`config.mk`:
```
export PLATFORM = sky130hd
export DESIGN_NAME = pipeline_ctrl
export DESIGN_NICKNAME = d
export VERILOG_FILES = /design/src/rtl/pipeline_ctrl_pkg.sv /design/src/rtl/md_latency_cnt.sv /design/src/rtl/pipeline_ctrl.sv
export SDC_FILE = /design/constraint.sdc
export NUM_CORES = 1
export LEC_CHECK = 0
export BUFFER_PORTS_ARGS = -buffer_cell sky130_fd_sc_hd__buf_2
export CAP_MARGIN = 10
export CORE_MARGIN = 4
export CORE_UTILIZATION = 32
export CTS_CLUSTER_SIZE = 12
export DETAILED_ROUTE_END_ITERATION = 8
export GPL_TIMING_DRIVEN = 0
export SLEW_MARGIN = 25
export SYNTH_ARGS = -nofsm -noshare
export SYNTH_HDL_FRONTEND = slang
export SYNTH_HIERARCHICAL = 1
export SYNTH_SLANG_ARGS = --single-unit
```
`constraint.sdc`:
```
create_clock -name clk -period 2.7 [get_ports clk]
set_clock_uncertainty 0.15 [all_clocks]
set_input_delay 0.135 -clock clk [delete_from_list [all_inputs] [get_ports clk]]
set_output_delay 0.135 -clock clk [all_outputs]
set_load 0.005 [all_outputs]
```
`src/rtl/pipeline_ctrl_pkg.sv`:
```
// Shared definitions for the pipeline stall/flush sequencer:
// the stall bus type, stall-pattern constants and FSM state encodings.
package pipeline_ctrl_pkg;

   localparam int STALL_W      = 6;
   localparam int STALL_EX_BIT = 3;

   // Bit order: 0 PC, 1 IF, 2 ID, 3 EX, 4 MEM, 5 WB.
   typedef logic [STALL_W-1:0] stall_bus_t;

   localparam stall_bus_t STALL_NONE    = 6'b000000;
   localparam stall_bus_t STALL_LOADUSE = 6'b000111;
   localparam stall_bus_t STALL_MD      = 6'b001111;
   localparam stall_bus_t STALL_MEM     = 6'b011111;

   typedef enum logic [1:0] {
      ST_IDLE = 2'd0,
      ST_RUN  = 2'd1,
      ST_DONE = 2'd2
   } md_state_t;

endpackage

```
`src/rtl/md_latency_cnt.sv`:
```
// Load/decrement counter tracking the remaining mul/div latency,
// with a terminal flag raised when one cycle is left.
module md_latency_cnt #(
   parameter int CNT_W = 6
) (
   input  logic             clk,
   input  logic             rst,
   input  logic             i_load,
   input  logic [CNT_W-1:0] i_load_val,
   input  logic             i_clear,
   input  logic             i_dec,
   output logic             o_is_one
);

   logic [CNT_W-1:0] r_cnt;

   // NOTE: sequential state uses non-blocking assignments so every register samples pre-edge values.
   always_ff @(posedge clk) begin
      if (rst || i_clear) begin
         r_cnt <= '0;
      end else if (i_load) begin
         r_cnt <= i_load_val;
      end else if (i_dec && (r_cnt != '0)) begin
         r_cnt <= r_cnt - 1'b1;
      end
   end

   assign o_is_one = (r_cnt == CNT_W'(1));

endmodule

```
`src/rtl/pipeline_ctrl.sv`:
```
// Stall/flush sequencer and mul/div latency controller for the five-stage pipeline.
// Optional feature macro: PIPE_CTRL_PERF_EN adds stall_cycles / md_ops performance counters.
module pipeline_ctrl
   import pipeline_ctrl_pkg::*;
#(
   parameter int MUL_LATENCY = 4,
   parameter int DIV_LATENCY = 33,
   parameter int CNT_W       = 6
) (
   input  logic               clk,
   input  logic               rst,
   input  logic               load_use_req,
   input  logic               mem_stall_req,
   input  logic               flush_req,
   input  logic               md_req,
   input  logic               md_is_div,
   output logic [STALL_W-1:0] stall,
   output logic               flush,
   output logic               md_start,
   output logic               md_abort,
   output logic               md_busy,
   output logic               hilo_write_en
`ifdef PIPE_CTRL_PERF_EN
   ,
   output logic [31:0]        stall_cycles,
   output logic [31:0]        md_ops
`endif
);

   localparam logic [CNT_W-1:0] MUL_LOAD = CNT_W'(MUL_LATENCY - 1);
   localparam logic [CNT_W-1:0] DIV_LOAD = CNT_W'(DIV_LATENCY - 1);

   md_state_t        r_state;
   logic             r_md_busy;
   logic             w_in_idle;
   logic             w_in_run;
   logic             w_in_done;
   logic             w_md_active;
   logic             w_md_start;
   logic             w_cnt_is_one;
   logic [CNT_W-1:0] w_lat_load;
   stall_bus_t       w_stall;

   assign w_in_idle  = (r_state == ST_IDLE);
   assign w_in_run   = (r_state == ST_RUN);
   assign w_in_done  = (r_state == ST_DONE);
   assign w_lat_load = md_is_div ? DIV_LOAD : MUL_LOAD;

   // A start is deferred behind a mem stall and suppressed by flush or reset.
   assign w_md_start  = w_in_idle && md_req && !mem_stall_req && !flush_req && !rst;
   assign w_md_active = (w_in_idle && md_req) || w_in_run;

   // NOTE: every always_comb output gets a default first so no latch is inferred.
   always_comb begin
      w_stall = STALL_NONE;
      if (rst || flush_req) begin
         w_stall = STALL_NONE;
      end else if (mem_stall_req) begin
         w_stall = STALL_MEM;
      end else if (w_md_active) begin
         w_stall = STALL_MD;
      end else if (load_use_req) begin
         w_stall = STALL_LOADUSE;
      end
   end

   md_latency_cnt #(
      .CNT_W (CNT_W)
   ) u_md_latency_cnt (
      .clk        (clk),
      .rst        (rst),
      .i_load     (w_md_start),
      .i_load_val (w_lat_load),
      .i_clear    (flush_req && !w_in_idle),
      .i_dec      (w_in_run),
      .o_is_one   (w_cnt_is_one)
   );

   always_ff @(posedge clk) begin
      if (rst) begin
         r_state   <= ST_IDLE;
         r_md_busy <= 1'b0;
      end else begin
         case (r_state)
            ST_IDLE: begin
               if (w_md_start) begin
                  r_state   <= ST_RUN;
                  r_md_busy <= 1'b1;
               end
            end
            ST_RUN: begin
               if (flush_req) begin
                  r_state   <= ST_IDLE;
                  r_md_busy <= 1'b0;
               end else if (w_cnt_is_one) begin
                  r_state <= ST_DONE;
               end
            end
            ST_DONE: begin
               // md_req is still high here; leaving straight to IDLE prevents a retrigger.
               if (flush_req || !mem_stall_req) begin
                  r_state   <= ST_IDLE;
                  r_md_busy <= 1'b0;
               end
            end
            default: begin
               r_state   <= ST_IDLE;
               r_md_busy <= 1'b0;
            end
         endcase
      end
   end

   assign stall         = w_stall;
   assign flush         = flush_req && !rst;
   assign md_start      = w_md_start;
   assign md_abort      = flush_req && !rst && (w_in_run || w_in_done);
   assign md_busy       = r_md_busy && !rst;
   assign hilo_write_en = w_in_done && !mem_stall_req && !flush_req && !rst;

`ifdef PIPE_CTRL_PERF_EN
   logic [31:0] r_stall_cycles;
   logic [31:0] r_md_ops;

   always_ff @(posedge clk) begin
      if (rst) begin
         r_stall_cycles <= '0;
         r_md_ops       <= '0;
      end else begin
         if (w_stall[0]) begin
            r_stall_cycles <= r_stall_cycles + 32'd1;
         end
         if (hilo_write_en) begin
            r_md_ops <= r_md_ops + 32'd1;
         end
      end
   end

   assign stall_cycles = r_stall_cycles;
   assign md_ops       = r_md_ops;
`endif

endmodule

```
Word-level counts from Yosys, hierarchy flattened --
Index checks and enable logic that the tools add are counted. W data, S select, Z words.
Word-level totals: bits in registers 9, latch bits 0, bits in writable memories 0, bits in read-only memories 0, input port bits 7, output and inout bits 11, logic and storage cells 53, memories kept 0
Cells by class: add/subtract/negate cells 1, multipliers 0, divide/modulo/power cells 0, $lt $le $gt $ge 0, eq/ne operators 7, shift-type cells 0, muxes and demuxes 16, bitwise logic cells 0, reductions and logical operators 26
Operators by type and width (number):
- $mux W6 | 3
- $logic_and A1 B1 Y1 | 12
- $mux W5 | 2
- $mux W2 | 4
- $eq A6 B1 Y1 const B | 1
- $pmux W2 S3 | 1
- $reduce_and A3 Y1 | 2
- $reduce_bool A6 Y1 | 1
- $sub A6 B1 Y6 const B | 1
- $logic_or A1 B1 Y1 | 5
- $logic_not A1 Y1 | 4
- $mux W4 | 1
- $ne A2 B2 Y1 const B | 2
- $mux W1 | 3
- $mux W3 | 1
- $ne A3 B3 Y1 const B | 1
- $pmux W1 S3 | 1
- $eq A2 B1 Y1 const B | 1
- $eq A2 B2 Y1 const B | 1
- $logic_not A2 Y1 | 1
- $ne A2 B1 Y1 const B | 1
- $reduce_bool A2 Y1 | 1

Depth between registers and ports, before layout --
Gate-level depths: netlist (run 1).
word-level depth 7, gate-level depth with buffers 8, gate-level depth less buffers 7

Cells and area by module --
Netlist (run 1), hierarchy kept.
By module, submodules not included:
- md_latency_cnt | instances 1, cells each 45, area each 370.4 µm², seq. area each 120.1 µm²
- pipeline_ctrl | instances 1, cells each 47, area each 370.4 µm², seq. area each 60.1 µm²

Worst setup path before layout (run 1) --
Ideal clock, no wire load.
path kind flip-flop to flip-flop, from reg r_state[0], to reg u_md_latency_cnt.r_cnt[3], setup time 0.135 ns, data arrival time 1.475 ns, required time 2.415 ns, path slack 0.941 ns, cell stages (with the launch flop) 9, path buffers 1, period minus slack after synthesis 1.759 ns, cell sequence dfxtp_1 -> inv_1 -> ha_1 -> inv_1 -> nor3_1 -> inv_1 -> clkbuf_1 -> o21ai_0 -> a31oi_1
Between the ends: word-level cells in the longest chain between the ends 6, elaborated cells between the ends (all ways) 12, those cells by class eq/ne: 1; mux: 1; reduce/logical: 10
Ends and longest elaborated chain:
- start, declared | RTL line pipeline_ctrl.sv:33 | md_state_t r_state;
- start signal, assigned | RTL line pipeline_ctrl.sv:81 | r_state <= ST_IDLE;
- start signal, assigned | RTL line pipeline_ctrl.sv:87 | r_state <= ST_RUN;
- start signal, assigned | RTL line pipeline_ctrl.sv:93 | r_state <= ST_IDLE;
- $logic_not A2 Y1 (*) | RTL line pipeline_ctrl.sv:44 | assign w_in_idle = (r_state == ST_IDLE);
- via w_in_idle | RTL line pipeline_ctrl.sv:35 | logic w_in_idle;
- $logic_and A1 B1 Y1 (*) (4 in series) | RTL line pipeline_ctrl.sv:50 | assign w_md_start = w_in_idle && md_req && !mem_stall_req && !flush_req && !rst;
- via md_start | RTL line pipeline_ctrl.sv:19 | output logic md_start,
- $mux W6 or $reduce_bool A2 Y1 (tied branches)
- end signal, assigned | RTL line md_latency_cnt.sv:22 | r_cnt <= i_load_val;
- end signal, assigned | RTL line md_latency_cnt.sv:24 | r_cnt <= r_cnt - 1'b1;
- end, declared | RTL line md_latency_cnt.sv:15 | logic [CNT_W-1:0] r_cnt;
Mark *: on every way through the listed nets, which the timed path passes. The rest lies on a longest branch. A chain may end at the register's enable or synchronous reset.

Worst setup path in the final report (run 1) --
from reg r_state[0], to out stall[2]
Between the ends: word-level cells in the longest chain between the ends 6, elaborated cells between the ends (all ways) 7, those cells by class eq/ne: 1; mux: 3; reduce/logical: 3
Ends and longest elaborated chain:
- $logic_not A2 Y1 | RTL line pipeline_ctrl.sv:44
- via w_in_idle | RTL line pipeline_ctrl.sv:35
- $logic_and A1 B1 Y1 | RTL line pipeline_ctrl.sv:51 | assign w_md_active = (w_in_idle && md_req) || w_in_run;
- $logic_or A1 B1 Y1 | RTL line pipeline_ctrl.sv:51
- $mux W4 | RTL line pipeline_ctrl.sv:60 | end else if (w_md_active) begin
- $mux W5 | RTL line pipeline_ctrl.sv:58 | end else if (mem_stall_req) begin
- $mux W5 | RTL line pipeline_ctrl.sv:56 | if (rst || flush_req) begin
- end, declared | RTL line pipeline_ctrl.sv:17 | output logic [STALL_W-1:0] stall,
The timed path passes the listed nets, and every way through them passes these cells.

==> flow_summary.yaml, run 1 <==
final_layout:
  drive_above_1_share_pct: 24.6
  antenna_cells: 0
  fillers: 239
  syn_to_final_growth_pct: 19.9
  finish.utilization_pct: 40.2
  final_nets: 128
power:
  switching_share_pct: 29.3
  seq_power_share_pct: 43.9
  p_sw_w: 0.0000958
  ir_drop_mv: 0.187
  p_per_area_mw_per_mm2: 368
  p_leak_nw: 0.369
  pwr-share-comb_pct: 23.2
  finalPower_w: 0.000327
  p_int_w: 0.000231
  clock_power_share_pct: 32.9
sta:
  post-route-worst-setup-slack_ns: 0.691
  finalCriticalPeriod_ns: 2.01
  final-hold-violation-count: 0
  fmax_mhz: 498
  finalSetupViolCount: 0
  fin_setup_tns_ns: 0
  period_share_pct: 74.4
  holdWs_ns: 0.0288
  drv_slew: 0
  rsz0062_at_grt: "false"
clock_network:
  postCtsSetupBuffers: 0
  clk_latency_ns: 0.26
  cts_root_buf: "clkbuf_4"
  holdBufCountCts: 0
  cts_sinks: 9
  cts.repair.resized: 0
  cts_buffers: 3
  cts_tree: "built"
  clk_pin_slew_ns: 0.07
  cts_max_level: 1
  cts_buffer_depth: 2
global_route:
  grt_antenna_before_repair: 0
  grt_overflow: 0
  gr-usage-met1_pct: 12.4
  grt.met2_usage_pct: 15.5
  busiest_layer: "met2"
  grt.total_usage_pct: 10.0
  grt_use_met3_pct: 3.71
  grt_pass1_vias: 592
  grt_pass1_wl_um: 2500
  grt_max_degree: 11
detailed_routing:
  avgRoutedWirePerCell_um: 10.6
  via_count: 669
  drtIter0Drc: 18
  drcViolationCount: 0
  postRouteAntennaNets: 0
  wirelength_um: 1510
  drtPass1Iterations: 4
  vias_per_cell: 4.71
yosys:
  yosys_warnings: 6
  ys_seq_area_share_pct: 24.3
  synthCells: 92
  async_flop_share_pct: 0
  synth_cell_types: 35
  synth_area_per_cell_um2: 8.05
  synth_seq_cells: 9
  syn-cell-area_um2: 741
  synth-edff-count: 0
  yosys_most_used_dff: "dfxtp_1"
critical_path:
  critPathMaxFanout: 6
  required_ns: 2.41
  cp.arrival_ns: 1.72
  cp-end-kind: "primary output"
  crit_path_start_kind: "flip-flop"
  worstSetupPathType: "flip-flop to primary output"
placement:
  hpwl_um: 1190
  place_ws_ns: 0.759
  io_buffers: 15
  place_congestion: 0.803
floorplan:
  start_util_pct: 33.5
  core_mm2: 0.00221
  io_pins: 18
  fp.dieH_um: 56.1
  rows: 17
  dieArea_mm2: 0.00315
  die_w_um: 56.1
run_status:
  status: "completed"
hold_path:
  holdCritPathClass: "primary input to flip-flop"
flow_run:
  drv_cap: 0
-- path summary, 6_finish.rpt --
check | cells after the start | startpoint | slack, ns | end
worst min-delay path | 2 | rst | 0.03 | r_md_busy$_SDFFE_PP0P_
worst max-delay path | 6 | r_state[0]$_SDFFE_PP0P_ | 0.69 | stall[2]
worst min register to register | 2 | r_md_busy$_SDFFE_PP0P_ | 0.33 | r_md_busy$_SDFFE_PP0P_
worst max register to register | 8 | r_state[0]$_SDFFE_PP0P_ | 0.75 | u_md_latency_cnt/r_cnt[5]$_SDFFE_PP0P_
-- critical path, cell delays in order, from the launching register on --
cell and delay, ns:
dfxtp_1 0.37, inv_1 0.09, ha_1 0.28, a211oi_1 0.31
a21oi_1 0.15, buf_4 0.15, buf_2 0.11
-- power by group through the flow --
stage | registers (W) | clock network [W] | logic, W
CTS | 0.000143 | 0.000114 | 0.0000768
detailed placement | 0.000147 | 0 | 0.0000763
global placement | 0.000146 | 0 | 0.0000755
floorplan | 0.000146 | 0 | 0.0000542
global route | 0.000144 | 0.000122 | 0.0000856
finish | 0.000143 | 0.000108 | 0.0000760
-- cell usage in the layout, fill, tap and decap left out, types with 2 or more instances in the layout --
master and n:
o21ai_0 8, or2_1 2, nor3_1 2, nand3_1 2, nor2b_1 3, nor2_1 7, a31oi_1 2, nand2_1 3
ha_1 6, nor3b_1 2, a211oi_1 2, a21oi_1 8, buf_2 15, dfxtp_1 9, nand2b_1 3, clkbuf_1 2
buf_4 4, conb_1 4, inv_1 10, clkbuf_4 3
-- cell type report --
class | instances | area [um^2] | share of cell area (%)
clock buffers | 4 | 26.3 | 2.96
well taps | 28 | 35.0 | 3.94
flip-flops and latches | 9 | 180 | 20.3
multi-input cells | 70 | 489 | 55.1
inverters | 10 | 37.5 | 4.23
repair buffers | 15 | 75.1 | 8.45
plain buffers | 6 | 45.0 | 5.07
-- state kept, by name, summed over array words and instances, names as in the netlist --
register	flops
u_md_latency_cnt/r_cnt	6
r_state	2
r_md_busy	1
-- through the flow --
| stage | area [um^2] | std cells |
|---|---|---|
| after CTS | 888 | 142 |
| after detailed placement | 862 | 138 |
| after global placement | 862 | 138 |
| after global routing | 888 | 142 |
| after floorplan | 752 | 95 |
| final | 888 | 142 |
-- layer usage --
| metal | up-vias | wire length [um] |
|---|---|---|
| met1 | 298 | 764 |
| li1 | 365 | - |
| met5 | - | 0 |
| met2 | 6 | 700 |
| met4 | 0 | 0 |
| met3 | 0 | 40 |
-- cells in the mapped netlist, types with 2 or more instances --
master | count | share of area [%]
a211oi_1 | 2 | 2.0
a21oi_1 | 8 | 5.4
a31oi_1 | 2 | 1.7
buf_4 | 4 | 4.1
dfxtp_1 | 9 | 24
ha_1 | 6 | 10
inv_1 | 10 | 5.1
nand2_1 | 3 | 1.5
nand2b_1 | 3 | 2.5
nand3_1 | 2 | 1.4
nor2_1 | 7 | 3.5
nor2b_1 | 3 | 2.5
nor3_1 | 2 | 1.4
nor3b_1 | 2 | 2.0
o21ai_0 | 8 | 5.4
or2_1 | 2 | 1.7
-- logic make-up (layout without fill, tap and decap cells) --
logic type | Yosys count | after routing | synth area share, %
AO/OA/AOI/OAI | 28 | 28 | 25.5
XOR/XNOR | 1 | 1 | 1.18
adder cells (fa/ha/maj) | 6 | 6 | 10.1
buffers and inverters | 16 | 35 | 11.1
flip-flops | 9 | 9 | 24.3
multiplexers | 2 | 2 | 2.87
other | 1 | 4 | 0.506
AND/OR/NAND/NOR | 29 | 29 | 24.3
Note: power is estimated with default switching activity, not from simulation.
==> inputs of run 2 (changes only) <==
ABC_AREA = 1   (was default)
clock period = 1.7 ns   (was 2.7 ns; I/O delays follow)
==> flow_summary.yaml, run 2 <==
detailed_routing:
  drcViolationCount: 0
  wirelength_um: 1860
  via_count: 806
  postRouteAntennaNets: 0
  drtIter0Drc: 29
  drtPass1Iterations: 4
  vias_per_cell: 4.61
  avgRoutedWirePerCell_um: 10.6
global_route:
  grt_pass1_wl_um: 2880
  grt.total_usage_pct: 11.1
  grt_antenna_before_repair: 0
  grt_pass1_vias: 701
  grt_max_degree: 11
  grt_overflow: 0
clock_network:
  cts_tree: "built"
  cts_buffer_depth: 2
  clk_latency_ns: 0.27
  clk_pin_slew_ns: 0.06
  cts_sinks: 9
  cts_max_level: 1
  cts_root_buf: "clkbuf_4"
  cts_buffers: 3
final_layout:
  final_nets: 161
  final_cell_mix: "nand2_1, buf_2, inv_1"
  antenna_cells: 0
  syn_to_final_growth_pct: 39.3
  regMostFlops: "u_md_latency_cnt/r_cnt"
  drive_above_1_share_pct: 40.1
  final_common_cell: "nand2_1"
  reg.largest.list: "u_md_latency_cnt/r_cnt x6, r_state x2, r_md_busy x1"
  largest_reg_flops: 6
power:
  p_per_area_mw_per_mm2: 1480
  ir_drop_mv: 0.902
  p_leak_nw: 0.557
yosys:
  async_flop_share_pct: 0
  synth-edff-count: 0
  synthCells: 116
  yosys_warnings: 6
  synth_area_leaders: "dfxtp_1, nand2_1, ha_1, inv_1, a21oi_1"
  synth_seq_cells: 9
  syn-cell-area_um2: 771
  ys_seq_area_share_pct: 23.4
  yosys.area.top_type_share_pct: 23.4
  synth_area_per_cell_um2: 6.64
  yosysTopAreaCell: "dfxtp_1"
  yosys_most_used_dff: "dfxtp_1"
  synth.most_common_cell: "nand2_1"
  synth_cell_types: 30
  synth_commonest_cells: "nand2_1, inv_1, nor2_1"
critical_path:
  crit_path_start_kind: "flip-flop"
  rr_worst_depth: 11
  required_ns: 1.46
  worstSetupPathType: "flip-flop to primary output"
  r2r_end: "u_md_latency_cnt/r_cnt[2]$_SDFFE_PP0P_"
  cp.arrival_ns: 1.39
  r2r-start: "r_state[0]$_SDFFE_PP0P_"
  r2r_slack_ns: 0.11
  critPathMaxFanout: 3
  cp-end-kind: "primary output"
sta:
  fin_setup_tns_ns: 0
  finalCriticalPeriod_ns: 1.62
  holdWs_ns: 0.0410
  final-hold-violation-count: 0
  drv_slew: 0
  finalSetupViolCount: 0
  fmax_mhz: 616
  period_share_pct: 95.4
floorplan:
  start_util_pct: 34.2
  fp.dieH_um: 57.1
  io_pins: 18
  rows: 17
  core_mm2: 0.00225
  dieArea_mm2: 0.00326
  die_w_um: 57.1
placement:
  hpwl_um: 1350
  io_buffers: 16
  place_congestion: 0.848
flow_run:
  drv_cap: 0
run_status:
  status: "completed"
hold_path:
  holdCritPathClass: "primary input to flip-flop"
  worstHoldEndpoint: "r_state[1]$_SDFFE_PP0P_"
  min-delay-start: "rst"
  hold-path-cell-count: 4
[run 2: cell count changes after synthesis, moves of 4 or more]
cell and delta:
inv_1 +6, nor2_1 +5, nand3_2 +4, o21ai_0 -7
nand2_1 +22, nand3_1 +6
[run 2: timing repair]
action	in CTS	in global routing
gates resized for setup	12	14
hold endpoints to repair	1	0
pin swaps	0	4
hold buffers	1	0
gates cloned	0	0
setup endpoints to repair	9	9
buffers inserted	0	7
[run 2: kinds of logic (layout without fill, tap and decap cells)]
logic type,after synthesis,in the layout,share of synthesized area (%)
AOI/OAI and AO/OA,15,15,11.4
xor gates and xnor gates,1,1,1.14
adders and majority gates,6,6,9.74
buffers and inverters,22,50,12.3
DFF,9,9,23.4
other,1,4,0.487
and+or+nand+nor,62,62,41.6
[run 2: cell type report]
type	instances	area [um^2]
plain buffers	4	37.5
multi-input cells	88	561
fillers	229	1180
well taps	28	35.0
flip-flops and latches	9	183
clock buffers	4	26.3
repair buffers	24	149
inverters	18	82.6
[run 2: power breakdown]
group          internal [W]  total (W)  leakage [nW]  switching, W
sequential         0.000285   0.000360        0.0740     0.0000746
combinational      0.000474    0.00106         0.468      0.000584
clock             0.0000909   0.000174        0.0150     0.0000830
total              0.000850    0.00159         0.557      0.000742
[run 2: how the worst max path moves through the flow]
stage | from | to | slack, ns | depth (start not counted)
CTS | r_state[0]$_SDFFE_PP0P_ | stall[2] | 0.006 | 7
detailed placement | r_state[0]$_SDFFE_PP0P_ | u_md_latency_cnt/r_cnt[5]$_SDFFE_PP0P_ | -0.14 | 11
finish | r_state[0]$_SDFFE_PP0P_ | stall[1] | 0.08 | 7
global placement | r_state[0]$_SDFFE_PP0P_ | u_md_latency_cnt/r_cnt[5]$_SDFFE_PP0P_ | -0.13 | 11
global route | r_state[0]$_SDFFE_PP0P_ | stall[2] | -0.003 | 7
floorplan | r_state[0]$_SDFFE_PP0P_ | u_md_latency_cnt/r_cnt[5]$_SDFFE_PP0P_ | 0.02 | 11
[run 2: metal layers]
| layer | wire [um] | share of wire, % | vias up | GRT usage (%) |
|---|---|---|---|---|
| met5 | 0 | 0 | - | 0 |
| li1 | - | - | 424 | - |
| met4 | 22 | 1.2 | 0 | 3.97 |
| met3 | 110 | 5.9 | 2 | 2.26 |
| met2 | 890 | 48 | 21 | 19.1 |
| met1 | 837 | 45 | 359 | 13.6 |
[run 2: critical path, stage by stage (launching register included)]
cell and delay (ns):
dfxtp_2 0.36, inv_2 0.07, ha_4 0.18, nand2_4 0.06, a21oi_2 0.05, a21o_1 0.17, buf_4 0.13, buf_2 0.11
[run 2: per-stage QoR]
stage	worst slack (ns)	std cells	power, W	utilization [%]	cell area, um^2
after floorplan	0.0198	119	0.00104	-	785
after global placement	-0.133	163	0.00119	39.9	900
after detailed placement	-0.136	163	0.00122	39.9	900
after CTS	0.00617	168	0.00147	43.2	975
after global routing	-0.00276	175	0.00174	47.6	1070
final	0.0778	175	0.00159	47.6	1070
==> inputs of run 3 (changes only) <==
--- a/config.mk
+++ b/config.mk
@@ -11,3 +11,3 @@
 export CORE_MARGIN = 4
-export CORE_UTILIZATION = 32
+export CORE_UTILIZATION = 46
 export CTS_CLUSTER_SIZE = 12
@@ -15,2 +15,4 @@
 export GPL_TIMING_DRIVEN = 0
+export PLACE_DENSITY = 0.73
+export SETUP_SLACK_MARGIN = 0.1
 export SLEW_MARGIN = 25
--- a/constraint.sdc
+++ b/constraint.sdc
@@ -4,2 +4,2 @@
 set_output_delay 0.085 -clock clk [all_outputs]
-set_load 0.005 [all_outputs]
+set_load 0.05 [all_outputs]
==> flow_summary.yaml, run 3 (synthesis gave the netlist of run 2 again) <==
floorplan:
  dieArea_mm2: 0.00239
  die_w_um: 48.9
  io_pins: 18
  start_util_pct: 50.0
  fp.dieH_um: 48.9
  core_mm2: 0.00154
  rows: 14
power:
  p_per_area_mw_per_mm2: 1540
  p_leak_nw: 0.582
  ir_drop_mv: 0.954
sta:
  post-route-worst-setup-slack_ns: 0.0212
  fmax_mhz: 596
  drv_slew: 0
  holdWs_ns: 0.0184
  rsz0062_at_grt: "true"
  finalSetupViolCount: 0
  finalCriticalPeriod_ns: 1.68
  final-hold-violation-count: 0
  period_share_pct: 98.8
global_route:
  grt_pass1_wl_um: 3260
  grt_pass1_vias: 741
  grt.total_usage_pct: 17.1
  grt_overflow: 0
  grt_max_degree: 8
  grt_antenna_before_repair: 0
critical_path:
  critPathLaunch: "r_state[1]$_SDFFE_PP0P_"
  cp.depth: 7
  crit_path_max_incr_delay_ns: 0.35
  r2r_slack_ns: 0.04
  worstSetupPathType: "flip-flop to primary output"
  r2r_end: "u_md_latency_cnt/r_cnt[5]$_SDFFE_PP0P_"
  cp_cell_sequence: "inv_4 -> ha_4 -> nor2_4 -> a21oi_4 -> a21o_4 -> buf_6 -> buf_8"
  critPathMaxFanout: 3
  cp-end-kind: "primary output"
  cp.arrival_ns: 1.44
  cp_slowest_cell: "dfxtp_2"
  crit_path_start_kind: "flip-flop"
  path_buf_inv: 3
  r2r-start: "r_state[0]$_SDFFE_PP0P_"
  rr_worst_depth: 11
  critPathTopFamily: "flip-flops"
  required_ns: 1.46
  worstSetupEndpoint: "stall[1]"
detailed_routing:
  drcViolationCount: 0
  drtIter0Drc: 18
  avgRoutedWirePerCell_um: 11.9
  via_count: 858
  vias_per_cell: 5.08
  wirelength_um: 2010
  drtPass1Iterations: 4
  postRouteAntennaNets: 0
final_layout:
  syn_to_final_growth_pct: 51.0
  antenna_cells: 0
  final_common_cell: "nand2_1"
  largest_reg_flops: 6
  drive_above_1_share_pct: 44.4
  final_cell_mix: "nand2_1, buf_4, inv_1"
  final_nets: 167
  reg.largest.list: "u_md_latency_cnt/r_cnt x6, r_state x2, r_md_busy x1"
  fin_area_mm2: 0.00116
  regMostFlops: "u_md_latency_cnt/r_cnt"
clock_network:
  cts_tree: "built"
  cts_buffer_depth: 2
  cts_max_level: 1
  cts_buffers: 3
  clk_pin_slew_ns: 0.06
  cts_sinks: 9
  cts_root_buf: "clkbuf_4"
  clk_latency_ns: 0.26
placement:
  hpwl_um: 1280
  place_ws_ns: 0.0325
  place_congestion: 0.808
  io_buffers: 16
  dpl_cell_area_um2: 960
hold_path:
  holdCritPathClass: "primary input to flip-flop"
run_status:
  status: "completed"
flow_run:
  drv_cap: 0
==> run 3: cell count changes in the layout (fill, tap and decap cells not counted), moves of 2 or more <==
cell / delta
buf_4: +4
a21oi_2: -2
inv_2: -2
buf_6: +4
buf_2: -4
==> run 3: final cells by class <==
type,instances,area [um^2]
Buffer,4,41.3
Clock buffer,4,26.3
Fill cell,121,378
Inverter,18,86.3
Multi-Input combinational cell,88,584
Sequential cell,9,184
Tap cell,16,20.0
Timing Repair Buffer,29,215
Timing Repair inverter,1,6.26
==> run 3: what timing repair did <==
action | in CTS | in global routing
hold endpoints to repair | 1 | 0
gates resized for setup | 14 | 9
endpoints found under the setup margin | 9 | 13
pin swaps | 6 | 0
gates cloned | 1 | 0
setup buffers | 10 | 2
hold buffers | 1 | 0
==> run 3: report_power, final <==
group	leakage (nW)	total, W	switching (W)	internal, W
Combinational	0.492	0.00127	0.000723	0.000549
Sequential	0.0745	0.000362	0.0000746	0.000287
Clock	0.0150	0.000162	0.0000714	0.0000903
Total	0.582	0.00180	0.000869	0.000926
==> run 3: worst min-delay path: cells and delay by family <==
family                 cells  cell delay, ns
AND/OR/NAND/NOR            1            0.07
buffers and inverters      1            0.16
AO/OA/AOI/OAI              2            0.08
==> run 3: how the worst min path moves through the flow <==
| stage | cells after the start | end | slack, ns | startpoint |
|---|---|---|---|---|
| floorplan | 1 | r_md_busy$_SDFFE_PP0P_ | 0.004 | rst |
| global placement | 2 | r_md_busy$_SDFFE_PP0P_ | 0.19 | rst |
| detailed placement | 2 | r_md_busy$_SDFFE_PP0P_ | 0.19 | rst |
| CTS | 4 | u_md_latency_cnt/r_cnt[1]$_SDFFE_PP0P_ | 0.02 | rst |
| global route | 4 | u_md_latency_cnt/r_cnt[1]$_SDFFE_PP0P_ | 0.03 | rst |
| finish | 4 | u_md_latency_cnt/r_cnt[1]$_SDFFE_PP0P_ | 0.02 | rst |
==> run 3: layer usage <==
layer	global-route usage, %	share of wire (%)
met3	6.12	7.4
met4	2.69	0.45
met2	27.0	49
met5	0	0
met1	22.5	43
==> run 3: stage by stage <==
| step | utilization [%] | TNS, ns | cells | power (W) |
|---|---|---|---|---|
| floorplan | - | -0.579 | 119 | 0.00123 |
| global placement | 62.3 | 0 | 151 | 0.00138 |
| detailed placement | 62.3 | 0 | 151 | 0.00140 |
| CTS | 73.2 | 0 | 167 | 0.00174 |
| global route | 75.5 | -0.193 | 169 | 0.00195 |
| finish | 75.5 | 0 | 169 | 0.00180 |
